[src/rtl/bus_arbiter2_if.sv]
// rtl/bus_arbiter2_if.sv - two-master request/ack bus plus the strobe/ready slave bus.
// The arbiter uses modport arb; requesters use master, the bus slave uses slave.
interface bus_arbiter2_if;
  logic        m0_req;
  logic        m0_we;
  logic [31:0] m0_addr;
  logic [31:0] m0_wdata;
  logic [31:0] m0_rdata;
  logic        m0_ack;

  logic        m1_req;
  logic        m1_we;
  logic [31:0] m1_addr;
  logic [31:0] m1_wdata;
  logic [31:0] m1_rdata;
  logic        m1_ack;

  logic        s_stb;
  logic        s_we;
  logic [31:0] s_addr;
  logic [31:0] s_wdata;
  logic [31:0] s_rdata;
  logic        s_ready;

  modport arb (
    input  m0_req, m0_we, m0_addr, m0_wdata,
    output m0_rdata, m0_ack,
    input  m1_req, m1_we, m1_addr, m1_wdata,
    output m1_rdata, m1_ack,
    output s_stb, s_we, s_addr, s_wdata,
    input  s_rdata, s_ready
  );

  modport master (
    output m0_req, m0_we, m0_addr, m0_wdata,
    input  m0_rdata, m0_ack,
    output m1_req, m1_we, m1_addr, m1_wdata,
    input  m1_rdata, m1_ack
  );

  modport slave (
    input  s_stb, s_we, s_addr, s_wdata,
    output s_rdata, s_ready
  );
endinterface

[src/rtl/bus_arbiter2.sv]
// rtl/bus_arbiter2.sv - two-master round-robin arbiter onto a strobe/ready slave bus.
// Optional WAIT timeout with forced completion is enabled by defining BUS_ARB_TIMEOUT_EN.
module bus_arbiter2 #(
  parameter int unsigned TIMEOUT_CYCLES = 255
) (
  input  logic             clk_100mhz,
  input  logic             rstn_i,
  bus_arbiter2_if.arb      bus,
  output logic [1:0]       o_grant,
  output logic             o_timeout
);

  localparam logic [1:0] IDLE = 2'd0;
  localparam logic [1:0] STB  = 2'd1;
  localparam logic [1:0] WAIT = 2'd2;
  localparam logic [1:0] DONE = 2'd3;

  if (TIMEOUT_CYCLES < 1 || TIMEOUT_CYCLES > 65535) begin : g_bad_timeout_cycles
    $error("bus_arbiter2: TIMEOUT_CYCLES out of range 1..65535");
  end

  logic [1:0]  state_q, state_d;
  logic [1:0]  grant_q, grant_d;
  logic        last_q, last_d;
  logic        s_we_q, s_we_d;
  logic [31:0] s_addr_q, s_addr_d;
  logic [31:0] s_wdata_q, s_wdata_d;
  logic [31:0] m0_rdata_q, m0_rdata_d;
  logic [31:0] m1_rdata_q, m1_rdata_d;
  logic        timeout_q, timeout_d;
  logic        pick_m1;

`ifdef BUS_ARB_TIMEOUT_EN
  localparam int CW = $clog2(TIMEOUT_CYCLES + 1);
  logic [CW-1:0] cnt_q, cnt_d;
`endif

  // last_q=1 means master 1 was served last, so master 0 wins a tie.
  assign pick_m1 = bus.m1_req & (~bus.m0_req | ~last_q);

  always_comb begin
    state_d    = state_q;
    grant_d    = grant_q;
    last_d     = last_q;
    s_we_d     = s_we_q;
    s_addr_d   = s_addr_q;
    s_wdata_d  = s_wdata_q;
    m0_rdata_d = m0_rdata_q;
    m1_rdata_d = m1_rdata_q;
    timeout_d  = 1'b0;
`ifdef BUS_ARB_TIMEOUT_EN
    cnt_d      = cnt_q;
`endif
    case (state_q)
      IDLE: begin
        if (bus.m0_req || bus.m1_req) begin
          state_d   = STB;
          last_d    = pick_m1;
          grant_d   = pick_m1 ? 2'b10 : 2'b01;
          s_we_d    = pick_m1 ? bus.m1_we    : bus.m0_we;
          s_addr_d  = pick_m1 ? bus.m1_addr  : bus.m0_addr;
          s_wdata_d = pick_m1 ? bus.m1_wdata : bus.m0_wdata;
        end
      end
      STB: begin
        state_d = WAIT;
`ifdef BUS_ARB_TIMEOUT_EN
        cnt_d   = '0;
`endif
      end
      WAIT: begin
        if (bus.s_ready) begin
          state_d = DONE;
          if (grant_q[1]) m1_rdata_d = bus.s_rdata;
          else            m0_rdata_d = bus.s_rdata;
        end
`ifdef BUS_ARB_TIMEOUT_EN
        else if (cnt_q == CW'(TIMEOUT_CYCLES - 1)) begin
          state_d   = DONE;
          cnt_d     = cnt_q + CW'(1);
          timeout_d = 1'b1;
          if (grant_q[1]) m1_rdata_d = 32'hFFFF_FFFF;
          else            m0_rdata_d = 32'hFFFF_FFFF;
        end else begin
          cnt_d = cnt_q + CW'(1);
        end
`endif
      end
      DONE: begin
        state_d = IDLE;
        grant_d = 2'b00;
      end
      default: begin
        state_d = IDLE;
        grant_d = 2'b00;
      end
    endcase
  end

  always_ff @(posedge clk_100mhz or negedge rstn_i) begin
    if (!rstn_i) begin
      state_q    <= IDLE;
      grant_q    <= 2'b00;
      last_q     <= 1'b1;
      s_we_q     <= 1'b0;
      s_addr_q   <= 32'h0;
      s_wdata_q  <= 32'h0;
      m0_rdata_q <= 32'h0;
      m1_rdata_q <= 32'h0;
      timeout_q  <= 1'b0;
    end else begin
      state_q    <= state_d;
      grant_q    <= grant_d;
      last_q     <= last_d;
      s_we_q     <= s_we_d;
      s_addr_q   <= s_addr_d;
      s_wdata_q  <= s_wdata_d;
      m0_rdata_q <= m0_rdata_d;
      m1_rdata_q <= m1_rdata_d;
      timeout_q  <= timeout_d;
    end
  end

`ifdef BUS_ARB_TIMEOUT_EN
  always_ff @(posedge clk_100mhz or negedge rstn_i) begin
    if (!rstn_i) cnt_q <= '0;
    else         cnt_q <= cnt_d;
  end
  assign o_timeout = timeout_q;
`else
  logic unused_timeout;
  assign unused_timeout = timeout_q;
  assign o_timeout      = 1'b0;
`endif

  assign bus.s_stb    = (state_q == STB);
  assign bus.s_we     = s_we_q;
  assign bus.s_addr   = s_addr_q;
  assign bus.s_wdata  = s_wdata_q;
  assign bus.m0_rdata = m0_rdata_q;
  assign bus.m1_rdata = m1_rdata_q;
  assign bus.m0_ack   = (state_q == DONE) & grant_q[0];
  assign bus.m1_ack   = (state_q == DONE) & grant_q[1];
  assign o_grant      = grant_q;

endmodule

[src/flat_wrapper.sv]
// flat-port wrapper written by rule: the top's interface ports become plain ports
module bus_arbiter2_flat 
#(
  parameter int unsigned TIMEOUT_CYCLES = 255
)
  (clk_100mhz, rstn_i, o_grant, o_timeout, bus_m0_req, bus_m0_we, bus_m0_addr, bus_m0_wdata, bus_m0_rdata, bus_m0_ack, bus_m1_req, bus_m1_we, bus_m1_addr, bus_m1_wdata, bus_m1_rdata, bus_m1_ack, bus_s_stb, bus_s_we, bus_s_addr, bus_s_wdata, bus_s_rdata, bus_s_ready);
  bus_arbiter2_if bus_i ();
  input  logic clk_100mhz;
  input  logic rstn_i;
  output logic [1:0] o_grant;
  output logic o_timeout;
  input wire logic [$bits(bus_i.m0_req)-1:0] bus_m0_req;
  input wire logic [$bits(bus_i.m0_we)-1:0] bus_m0_we;
  input wire logic [$bits(bus_i.m0_addr)-1:0] bus_m0_addr;
  input wire logic [$bits(bus_i.m0_wdata)-1:0] bus_m0_wdata;
  output wire logic [$bits(bus_i.m0_rdata)-1:0] bus_m0_rdata;
  output wire logic [$bits(bus_i.m0_ack)-1:0] bus_m0_ack;
  input wire logic [$bits(bus_i.m1_req)-1:0] bus_m1_req;
  input wire logic [$bits(bus_i.m1_we)-1:0] bus_m1_we;
  input wire logic [$bits(bus_i.m1_addr)-1:0] bus_m1_addr;
  input wire logic [$bits(bus_i.m1_wdata)-1:0] bus_m1_wdata;
  output wire logic [$bits(bus_i.m1_rdata)-1:0] bus_m1_rdata;
  output wire logic [$bits(bus_i.m1_ack)-1:0] bus_m1_ack;
  output wire logic [$bits(bus_i.s_stb)-1:0] bus_s_stb;
  output wire logic [$bits(bus_i.s_we)-1:0] bus_s_we;
  output wire logic [$bits(bus_i.s_addr)-1:0] bus_s_addr;
  output wire logic [$bits(bus_i.s_wdata)-1:0] bus_s_wdata;
  input wire logic [$bits(bus_i.s_rdata)-1:0] bus_s_rdata;
  input wire logic [$bits(bus_i.s_ready)-1:0] bus_s_ready;
  assign bus_i.m0_req = bus_m0_req;
  assign bus_i.m0_we = bus_m0_we;
  assign bus_i.m0_addr = bus_m0_addr;
  assign bus_i.m0_wdata = bus_m0_wdata;
  assign bus_m0_rdata = bus_i.m0_rdata;
  assign bus_m0_ack = bus_i.m0_ack;
  assign bus_i.m1_req = bus_m1_req;
  assign bus_i.m1_we = bus_m1_we;
  assign bus_i.m1_addr = bus_m1_addr;
  assign bus_i.m1_wdata = bus_m1_wdata;
  assign bus_m1_rdata = bus_i.m1_rdata;
  assign bus_m1_ack = bus_i.m1_ack;
  assign bus_s_stb = bus_i.s_stb;
  assign bus_s_we = bus_i.s_we;
  assign bus_s_addr = bus_i.s_addr;
  assign bus_s_wdata = bus_i.s_wdata;
  assign bus_i.s_rdata = bus_s_rdata;
  assign bus_i.s_ready = bus_s_ready;
  bus_arbiter2 #(.TIMEOUT_CYCLES(TIMEOUT_CYCLES)) u_core (.clk_100mhz(clk_100mhz), .rstn_i(rstn_i), .bus(bus_i), .o_grant(o_grant), .o_timeout(o_timeout));
endmodule
[config.mk]
export PLATFORM = sky130hd
export DESIGN_NAME = bus_arbiter2_flat
export DESIGN_NICKNAME = d
export VERILOG_FILES = /design/src/rtl/bus_arbiter2_if.sv /design/src/rtl/bus_arbiter2.sv /design/src/flat_wrapper.sv
export SDC_FILE = /design/constraint.sdc
export NUM_CORES = 1
export LEC_CHECK = 0
export BUFFER_PORTS_ARGS = -buffer_cell sky130_fd_sc_hd__buf_2
export CAP_MARGIN = 0
export CORE_MARGIN = 4
export CORE_UTILIZATION = 45
export CTS_CLUSTER_DIAMETER = 200
export DETAILED_ROUTE_END_ITERATION = 16
export GPL_TIMING_DRIVEN = 0
export HOLD_SLACK_MARGIN = 0.03
export PLACE_DENSITY = 0.84
export SLEW_MARGIN = 0
export SYNTH_ARGS = -nofsm -noshare
export SYNTH_HDL_FRONTEND = slang
export SYNTH_SLANG_ARGS = --single-unit
[constraint.sdc]
create_clock -name clk_100mhz -period 2.8 [get_ports clk_100mhz]
set_clock_uncertainty 0.1 [all_clocks]
set_input_delay 0.14 -clock clk_100mhz [delete_from_list [all_inputs] [get_ports clk_100mhz]]
set_output_delay 0.14 -clock clk_100mhz [all_outputs]
set_load 0.1 [all_outputs]
# == Yosys cells after proc, flatten, opt, wreduce, memory -nomap -nowiden ==
# Index checks and enable logic that the tools add are counted.
# classes
n_eq_ne,5
bitwise_logic,7
muxes,9
n_reduce_logical,8
n_addsub,0
shifts,0
mul,0
div,0
magnitude_cmp,0
# op_table
operator,n
2-to-1 mux 32 bit,2
2-to-1 mux 2 bit,4
one-hot mux 2 bit (4 select lines),1
AND reduction 2 bit,3
AND reduction 3 bit,2
equality test 2 bit (second input constant),2
one-hot mux 2 bit (2 select lines),1
bitwise AND 1 bit,3
inverter 1 bit,3
equality test 2 x 1 -> 1 bit (second input constant),1
logical NOT 2 bit,1
!= test 2 x 1 -> 1 bit (second input constant),1
!= test 2 bit (second input constant),1
nonzero test 2 bit,1
logical OR 1 bit,1
2-to-1 mux 1 bit,1
OR 1 bit,1
# totals
ramBits,0
inputBits,167
romBits,0
n_memories,0
latchBits,0
register_bits,134
output_inout_bits,135

# == Depth between registers and ports, before layout ==
# Gate-level depths: netlist of the first run.
# depth
ltp_word,6
depth_mapped,8

# == Worst setup path before layout of the first run ==
# OpenSTA, ideal clock, no wires.
# synth_path
path_kind,reg-to-output
from,"reg u_core.grant_q[1], in the netlist u_core.o_grant[1]"
to,out bus_m1_ack
path_slack_ns,0.748
stages_incl_launch_ff,2
t_arrival_ns,1.812
path_buffers,0
cell_sequence,dfrtp_1 > and2_1
# synth_via
elab_chain_len,1
# synth_rtl
item,line_no,rtl
"start, declared",bus_arbiter2.sv:23,"logic [1:0] grant_q, grant_d;"
"start signal, assigned",bus_arbiter2.sv:113,grant_q <= grant_d;
bitwise AND 1 bit,bus_arbiter2.sv:143,assign bus.m1_ack = (state_q == DONE) & grant_q[1];
"end, declared",flat_wrapper.sv:23,output wire logic [$bits(bus_i.m1_ack)-1:0] bus_m1_ack;
# No other way between the ends.

# == Worst setup path after layout of the first run ==
# layout_path
from,reg u_core.state_q[0]
to,"reg u_core.s_addr_q[19], in the netlist u_core.bus.s_addr[19]"
# layout_via
elab_chain_len,2
# layout_rtl
item,line_no,rtl
"start, declared",bus_arbiter2.sv:22,"logic [1:0] state_q, state_d;"
"start signal, assigned",bus_arbiter2.sv:112,state_q <= state_d;
logical NOT 2 bit,bus_arbiter2.sv:54,case (state_q)
AND reduction 2 bit (no line),n/a,
"end signal, assigned",bus_arbiter2.sv:116,s_addr_q <= s_addr_d;
"end, declared",bus_arbiter2.sv:26,"logic [31:0] s_addr_q, s_addr_d;"
# No other way between the ends.
# A chain may end at the register's enable or synchronous reset.

==> results of run 1 <==
-- cell usage after synthesis (2+ instances only) --
cell and number:
a21oi_1 86, a21oi_2 46, a31oi_1 2, a32oi_1 2, and2_1 2, buf_2 14, buf_4 17, buf_6 5
clkbuf_1 2, dfrtp_1 133, ha_1 7, inv_1 3, mux2_2 65, nand2_1 66, nand2b_1 2, nand3_1 3
nor2_1 65
-- flip-flops by register name, indices dropped and copies added, names as in the netlist --
| name | flops |
|---|---|
| u_core.bus.m0_rdata | 32 |
| u_core.o_grant | 2 |
| u_core.bus.s_we | 1 |
| u_core.last_q | 1 |
| u_core.bus.m1_rdata | 32 |
| u_core.bus.s_wdata | 32 |
| u_core.bus.s_addr | 32 |
| u_core.state_q | 2 |
-- worst max path at each step --
stage | cells past startpoint | slack, ps | to
after floorplan | 1 | 750 | bus_m1_ack
after global placement | 1 | -320 | u_core.bus.s_wdata[28]$_DFFE_PN0P_
after detailed placement | 5 | 830 | u_core.bus.m0_rdata[18]$_DFFE_PN0P_
after CTS | 9 | 290 | u_core.bus.s_addr[23]$_DFFE_PN0P_
after global routing | 9 | 100 | u_core.bus.s_wdata[5]$_DFFE_PN0P_
final | 9 | 200 | u_core.bus.s_addr[19]$_DFFE_PN0P_
-- stage by stage --
| step | utilization (%) | std cells |
|---|---|---|
| after floorplan | - | 532 |
| after global placement | 59.8 | 1002 |
| after detailed placement | 60.1 | 1003 |
| after CTS | 77.9 | 1201 |
| after global routing | 77.9 | 1201 |
| final | 77.9 | 1201 |
-- worst max-delay path, stage by stage (launching register included) --
cell and delay, ps:
dfrtp_1 410, inv_1 170, ha_1 240, buf_4 190, o21a_1 150, buf_4 210, buf_2 270, nor2_1 100
a21oi_2 120, dlygate4sd3_1 580
-- cell families (layout without fill, tap and decap cells) --
family | after synthesis | in the layout | synth area share [%]
AO/OA/AOI/OAI | 142 | 142 | 15.6
AND/OR/NAND/NOR | 141 | 141 | 9.32
flip-flops | 134 | 134 | 56.5
multiplexers | 66 | 66 | 12.5
buffers and inverters | 41 | 538 | 4.59
adder cells (fa/ha/maj) | 7 | 7 | 1.48
other | 1 | 1 | 0.0632
-- final cells by class --
cell class,count,area (um^2)
Inverter,3,11.3
Tap cell,172,215
Multi-Input combinational cell,357,2310
Timing Repair Buffer,465,3190
Clock inverter,14,175
Sequential cell,134,3350
Fill cell,698,2820
Buffer,38,262
Clock buffer,18,439
-- layer usage --
metal  wire [um]  GRT usage (%)  up-vias
met4        1110           16.7        0
met3        2050           8.43       98
met1        7870           32.5     3023
li1            -              -     2782
met5           0              0        -
met2       11300           50.7      399
==> impl_metrics.csv, run 1 <==
group,metric,value,unit
clock_network,clk_transition_reported_paths,60,ps
setup_path,timing.critical_path.arrival,2840,ps
clock_network,number_of_cells_upsized_or_downsized_after_cts,0,
run_status,run_status,"finished, final reports clean",
layout,final_net_count,1190,
drt,antenna_violating_nets_post_route,0,
global_route,grt-ovfl-total,0,
place,place.gp.congestion,0.843,
floorplanning,std_cell_rows,41,
timing,layout_setup_ws,204,ps
drt,drt_first_iter_violations,442,
setup_path,worst_ep_required_time,3040,ps
min_path,hold_path.startpoint,"bus_s_ready",
timing,post-route-period-util,92.7,%
setup_path,critical_path.max_fanout,10,
drt,viasPerCell,5.25,
clock_network,clockRootBuffer,"clkbuf_16",
clock_network,clk-insertion-delay-late,410,ps
yosys,ys_seq_elements,134,
timing,setup_repair_after_global_routing_missed_its_margin,"no",
yosys,synth_largest_area_cell,"dfrtp_1",
timing,hold_slack,159,ps
clock_network,cts_hold_buf,166,
yosys,post_synth_instance_area,5940,um^2
clock_network,cts_setup_buffers,0,
layout,ant_cells,0,
floorplanning,floorplan.die.width,123,um
timing,worst_slew_margin_rel,59.7,%
drt,drt-total-wl,22400,um
drt,remaining_drc_errors,0,
yosys,synthDominantCellAreaShare,56.1,%
layout,post_route_cells_drive_above_1_share,46.9,%
setup_path,timing.reg2reg.worst_path_depth,9,
yosys,syn_avg_cell_area,11.2,um^2
timing,worst_pin_slew,605,ps
timing,report.final.slew_viol_count,0,
layout,final_common_cell,"buf_2",
global_route,total_grt_usage,29.4,%
yosys,synth_sequential_area_ratio,56.5,%
layout,mostFrequentLayoutCells,"buf_2 (311), dlygate4sd3_1 (166), dfrtp_1 (133)",
drt,detailedRoute.firstPassIterationCount,5,
yosys,yosys_most_used_dff,"dfrtp_1",
clock_network,cts_htree_levels,4,
timing,clock.fmax,0.385,GHz
setup_path,worst_setup_path_startpoint,"u_core.state_q[0]$_DFFE_PN0P_",
layout,design_area,9950,um^2
global_route,first_global_vias,6753,
floorplanning,floorplan.initialDensity,46.5,%
place,placedInstanceArea,7680,um^2
floorplanning,area_of_the_die,15100,um^2
min_path,timing.hold.worst.class,"input port to flip-flop",
place,numPortBuffers,298,
min_path,timing.hold.worst_path_depth,4,
setup_path,cp-end-kind,"flip-flop",
yosys,netlist_instances,532,
place,preCtsSetupSlack,829,ps
min_path,whs_endpoint,"u_core.state_q[0]$_DFFE_PN0P_",
timing,hold_viol,0,
global_route,largest_net_degree_at_the_start_of_global_routing,72,
floorplanning,core_area,12800,um^2
clock_network,cts-buffers-inserted,17,
yosys,synth_top_area_cells,"dfrtp_1 (56%), mux2_2 (12%), a21oi_1 (7.2%), a21oi_2 (6.8%), nand2_1 (4.2%)",
yosys,syn-num-nets,706,
clock_network,cts_num_sinks,134,
clock_network,buffer_depth_of_the_longest_clock_path,2,
run,cap_viol_max_count,0,
floorplanning,io_pins,302,
setup_path,reg_to_reg_start,"u_core.state_q[0]$_DFFE_PN0P_",
global_route,grt_pass1_wl,34200,um
layout,areaGrowthSynthToFinish,67.7,%
timing,fin_crit,2600,ps
yosys,synth.lib_cells_used.distinct,29,
setup_path,timing_worst_setup_path_type,"flip-flop to flip-flop",
setup_path,cp-start-kind,"flip-flop",
yosys,count_of_yosys_warnings_during_synthesis,0,
drt,drt-wirelength-per-cell,18.6,um
place,post_detail_place_hpwl,12700,um
yosys,async_flop_share,100,%
clock_network,tritoncts,"yes",
drt,route.vias.total,6302,
floorplanning,die_h,123,um
timing,setup_violations,0,
global_route,antenna_found_initial,0,
yosys,synth_enable_flop_cells,0,
setup_path,r2r_slack,200,ps
timing,fin_setup_tns,0,ps
setup_path,critical_path.reg2reg.endpoint,"u_core.bus.s_addr[19]$_DFFE_PN0P_",
Power of run 1 is left out: the tool's default activity adds up to more than one toggle a clock period on the data nets, which glitch-free logic cannot reach.
==> inputs of run 2 (changes only) <==
BUFFER_PORTS_ARGS = -buffer_cell sky130_fd_sc_hd__buf_4   (was -buffer_cell sky130_fd_sc_hd__buf_2)
GPL_TIMING_DRIVEN = 1   (was 0)
clock period = 3 ns   (was 2.8 ns; I/O delays follow)
==> run 2 against run 1 <==
Count of clock-buffer cells in the layout increased by 1. Highest routed layer unchanged. Worst setup slack got worse by 69 ps. Worst hold slack got worse by 60 ps. Via count shrank 2.6%. Largest cell class unchanged. Sequential share of layout area decreased by 1.7 points. Cell area is 5.2% higher. Utilization rose by 4.1 points. Die area did not move. Non-clock buffer count fell by 30.
==> impl_metrics.csv, run 2 (synthesis results as in run 1) <==
group,metric,value,unit
drt,detailedRoute.firstPassIterationCount,5,
clock_network,clockRootBuffer,"clkbuf_16",
floorplanning,floorplan.die.width,123,um
floorplanning,floorplan.initialDensity,46.5,%
floorplanning,std_cell_rows,41,
setup_path,timing_worst_setup_path_type,"flip-flop to flip-flop",
global_route,antenna_found_initial,0,
drt,drt_first_iter_violations,445,
clock_network,clk_transition_reported_paths,60,ps
timing,fin_setup_tns,0,ps
setup_path,critical_path.max_fanout,47,
global_route,total_grt_usage,30.4,%
layout,design_area,10500,um^2
drt,drt-total-wl,22700,um
timing,worst_slew_margin_rel,17.8,%
place,place.gp.congestion,0.774,
global_route,grt_pass1_wl,35200,um
setup_path,timing.critical_path.arrival,3110,ps
min_path,timing.hold.worst.class,"input port to flip-flop",
timing,clock.fmax,0.349,GHz
run_status,run_status,"finished, final reports clean",
layout,post_route_cells_drive_above_1_share,45.6,%
setup_path,cp-end-kind,"flip-flop",
layout,final_common_cell,"buf_4",
drt,route.vias.total,6137,
clock_network,cts_num_sinks,134,
clock_network,buffer_depth_of_the_longest_clock_path,2,
timing,post-route-period-util,95.5,%
timing,fin_crit,2860,ps
run,cap_viol_max_count,0,
clock_network,cts_htree_levels,4,
global_route,first_global_vias,6757,
timing,worst_pin_slew,1230,ps
floorplanning,core_area,12800,um^2
place,numPortBuffers,300,
place,placedCellCount,974,
layout,areaGrowthSynthToFinish,76.4,%
layout,layout.core_utilization,82.0,%
drt,viasPerCell,5.25,
global_route,grt-ovfl-total,0,
setup_path,cp-start-kind,"flip-flop",
floorplanning,die_h,123,um
place,placedInstanceArea,8260,um^2
layout,ant_cells,0,
drt,drt-wirelength-per-cell,19.4,um
clock_network,tritoncts,"yes",
drt,remaining_drc_errors,0,
timing,setup_violations,0,
clock_network,clk-insertion-delay-late,410,ps
layout,instances_no_fill,1168,
layout,final_net_count,1160,
layout,mostFrequentLayoutCells,"buf_4 (304), dlygate4sd3_1 (165), dfrtp_1 (133)",
drt,antenna_violating_nets_post_route,0,
timing,report.final.slew_viol_count,0,
floorplanning,io_pins,302,
clock_network,cts-buffers-inserted,17,
floorplanning,area_of_the_die,15100,um^2
place,post_detail_place_hpwl,13100,um
global_route,largest_net_degree_at_the_start_of_global_routing,83,
timing,hold_viol,0,
setup_path,worst_ep_required_time,3250,ps
timing,setup_repair_after_global_routing_missed_its_margin,"no",
[run 2: path summary, 6_finish.rpt]
check | from | to | slack [ps] | depth (start not counted)
worst max register to register | u_core.state_q[0]$_DFFE_PN0P_ | u_core.bus.s_wdata[3]$_DFFE_PN0P_ | 140 | 7
worst max-delay path | u_core.state_q[0]$_DFFE_PN0P_ | u_core.bus.s_wdata[3]$_DFFE_PN0P_ | 140 | 7
max in group asynchronous | rstn_i | u_core.last_q$_DFFE_PN1P_ | 1670 | 3
min in group asynchronous | rstn_i | u_core.bus.m0_rdata[24]$_DFFE_PN0P_ | 240 | 2
worst min register to register | u_core.bus.m1_rdata[28]$_DFFE_PN0P_ | u_core.bus.m1_rdata[28]$_DFFE_PN0P_ | 400 | 1
worst min-delay path | bus_m1_req | u_core.o_grant[0]$_DFFE_PN0P_ | 100 | 3
[run 2: critical path: stages, from the launching register on]
cell and delay (ps):
dfrtp_1 410, inv_1 160, ha_1 460, o21a_2 490
buf_12 280, nor2_1 90, a21oi_1 170, dlygate4sd3_1 600
[run 2: metal layers]
metal  up-vias  GRT usage [%]  routed length [um]
li1       2707              -                   -
met1      2999           32.9                7970
met2       350           54.6               12000
met3        81           8.06                1880
met4         0           15.0                 872
met5         -              0                   0
[run 2: metrics by stage]
step                      hold slack (ps)  setup WS, ps
after detailed placement              114           833
after global routing                  118          18.4
final                                99.8           136
after CTS                            46.1           287
after floorplan                      -246           938
after global placement                104           936
[run 2: area by class of cell]
class                      count  area, um^2
timing repair buffer         473        4010
sequential                   134        3350
multi-input combinational    357        2320
fill                         633        2300
clock buffer                  19         453
tap                          172         215
clock inverter                10         108
inverter                       3        11.3
[run 2: repair_timing]
action,in CTS,in global routing
buffers inserted,0,0
endpoints found under the hold margin,182,0
gates resized for setup,0,0
hold buffers,165,0
Power of run 2 is left out for the same reason.
==> inputs of run 3 (changes only) <==
CORE_ASPECT_RATIO = 1.5   (was default)
==> run 3 against run 2 <==
Global-route usage is 0.95 points lower. Highest routed layer unchanged. Final cell count shrank 0.68%. Critical endpoint is now u_core.bus.s_addr[10]$_DFFE_PN0P_. Routed wire length decreased by 1.7%. Cell area increased by 0.16%. Critical path type unchanged. Register-to-register slack improved by 200 ps.
==> impl_metrics.csv, run 3 (synthesis results as in run 1) <==
group,metric,value,unit
run_status,run_status,"finished, final reports clean",
timing,report.final.slew_viol_count,0,
global_route,grt-ovfl-total,0,
floorplanning,std_cell_rows,51,
setup_path,cp_num_buf_inv,3,
clock_network,tritoncts,"yes",
clock_network,clk_transition_reported_paths,60,ps
floorplanning,io_pins,302,
drt,drt-total-wl,22300,um
floorplanning,core_area,13000,um^2
setup_path,cp_cell_instances,"inv_1, ha_1, o21ai_4, buf_12, a21oi_1, a21oi_1, dlygate4sd3_1",
setup_path,critical_path.top_delay_family,"buffers and inverters",
timing,hold_viol,0,
timing,worst_pin_slew,677,ps
clock_network,cts-buffers-inserted,17,
layout,final_net_count,1161,
layout,layout.core_utilization,81.0,%
setup_path,worst_ep_required_time,3180,ps
setup_path,timing.critical_path.mode_cell,"a21oi_1",
floorplanning,floorplan.die.width,102,um
timing,worst_slew_margin_rel,54.7,%
min_path,hold_path.startpoint,"bus_s_ready",
clock_network,clockRootBuffer,"clkbuf_16",
setup_path,critPathSlowestCell,"dlygate4sd3_1",
clock_network,cts_htree_levels,4,
run,cap_viol_max_count,0,
floorplanning,area_of_the_die,15100,um^2
place,post_detail_place_hpwl,12700,um
setup_path,cp-end-kind,"flip-flop",
setup_path,r2r_slack,340,ps
timing,hold_slack,110,ps
timing,post-route-period-util,88.8,%
drt,drt-wirelength-per-cell,19.2,um
setup_path,reg_to_reg_start,"u_core.state_q[0]$_DFFE_PN0P_",
drt,route.vias.total,6143,
min_path,timing.hold.worst.class,"input port to flip-flop",
drt,antenna_violating_nets_post_route,0,
place,numPortBuffers,300,
place,place.gp.congestion,0.808,
drt,detailedRoute.firstPassIterationCount,5,
timing,clock.fmax,0.375,GHz
setup_path,timing_worst_setup_path_type,"flip-flop to flip-flop",
clock_network,number_of_cells_upsized_or_downsized_after_cts,0,
floorplanning,die_h,149,um
setup_path,cp-start-kind,"flip-flop",
global_route,largest_net_degree_at_the_start_of_global_routing,66,
timing,fin_setup_tns,0,ps
floorplanning,floorplan.initialDensity,45.8,%
layout,mostFrequentLayoutCells,"buf_4 (303), dlygate4sd3_1 (166), dfrtp_1 (133)",
clock_network,buffer_depth_of_the_longest_clock_path,2,
drt,viasPerCell,5.30,
global_route,total_grt_usage,29.4,%
setup_path,worst_setup_path_startpoint,"u_core.state_q[0]$_DFFE_PN0P_",
setup_path,cpPeakStageDelay,580,ps
setup_path,critical_path.max_fanout,58,
layout,final_common_cell,"buf_4",
place,preCtsSetupSlack,1050,ps
global_route,first_global_vias,6733,
drt,remaining_drc_errors,0,
setup_path,timing.critical_path.arrival,2840,ps
timing,layout_setup_ws,337,ps
layout,areaGrowthSynthToFinish,76.7,%
drt,drt_first_iter_violations,280,
timing,fin_crit,2660,ps
global_route,grt_pass1_wl,34500,um
clock_network,cts_num_sinks,134,
clock_network,clk-insertion-delay-late,400,ps
timing,setup_violations,0,
global_route,antenna_found_initial,1,
layout,post_route_cells_drive_above_1_share,45.6,%
timing,setup_repair_after_global_routing_missed_its_margin,"no",
==> run 3: cell types whose count changed in the layout (fill, tap and decap cells not counted), sizes merged <==
cell / delta
inv: +8
clkinv: -6
clkinvlp: +3
bufinv: -1
clkbuf: -1
diode: +1
dlygate4sd3: +1
==> run 3: final timing paths <==
path                                                  endpoint  cells after the start
min in group asynchronous  u_core.bus.m1_rdata[11]$_DFFE_PN0P_                      2
max reg2reg                  u_core.bus.s_addr[10]$_DFFE_PN0P_                      7
min reg2reg                u_core.bus.m1_rdata[11]$_DFFE_PN0P_                      1
max                          u_core.bus.s_addr[10]$_DFFE_PN0P_                      7
min                              u_core.state_q[0]$_DFFE_PN0P_                      4
max in group asynchronous            u_core.last_q$_DFFE_PN1P_                      3
==> run 3: stage by stage <==
stage | instance area, um^2 | std cells
after floorplan | 5940 | 532
after global placement | 8260 | 961
after detailed placement | 8260 | 961
after CTS | 10500 | 1159
after global routing | 10500 | 1160
final | 10500 | 1160
==> run 3: cell type report <==
| cell class | instances | area, um^2 |
|---|---|---|
| Tap cell | 159 | 199 |
| Clock inverter | 14 | 139 |
| Antenna cell | 1 | 2.50 |
| Multi-Input combinational cell | 357 | 2320 |
| Inverter | 3 | 11.3 |
| Timing Repair Buffer | 474 | 4040 |
| Fill cell | 678 | 2460 |
| Sequential cell | 134 | 3350 |
| Clock buffer | 18 | 429 |
==> run 3: layer usage <==
layer	vias up	share of wire [%]	track usage, %	wire length [um]
li1	2712	-	-	-
met1	2991	33	31.8	7430
met2	352	53	51.8	11900
met3	88	8.1	8.17	1800
met4	0	5.1	14.7	1140
met5	-	0	0	0
==> run 3: timing repair <==
item | CTS | global route
endpoints found under the hold margin | 175 | 0
buffers inserted | 0 | 0
hold buffers | 166 | 0
==> run 3: worst register-to-register path, cell delays in order, from the launching register on <==
cell	delay, ps
dfrtp_1	410
inv_1	150
ha_1	460
o21ai_4	210
buf_12	240
a21oi_1	280
a21oi_1	120
dlygate4sd3_1	580
Power of run 3 is left out for the same reason.
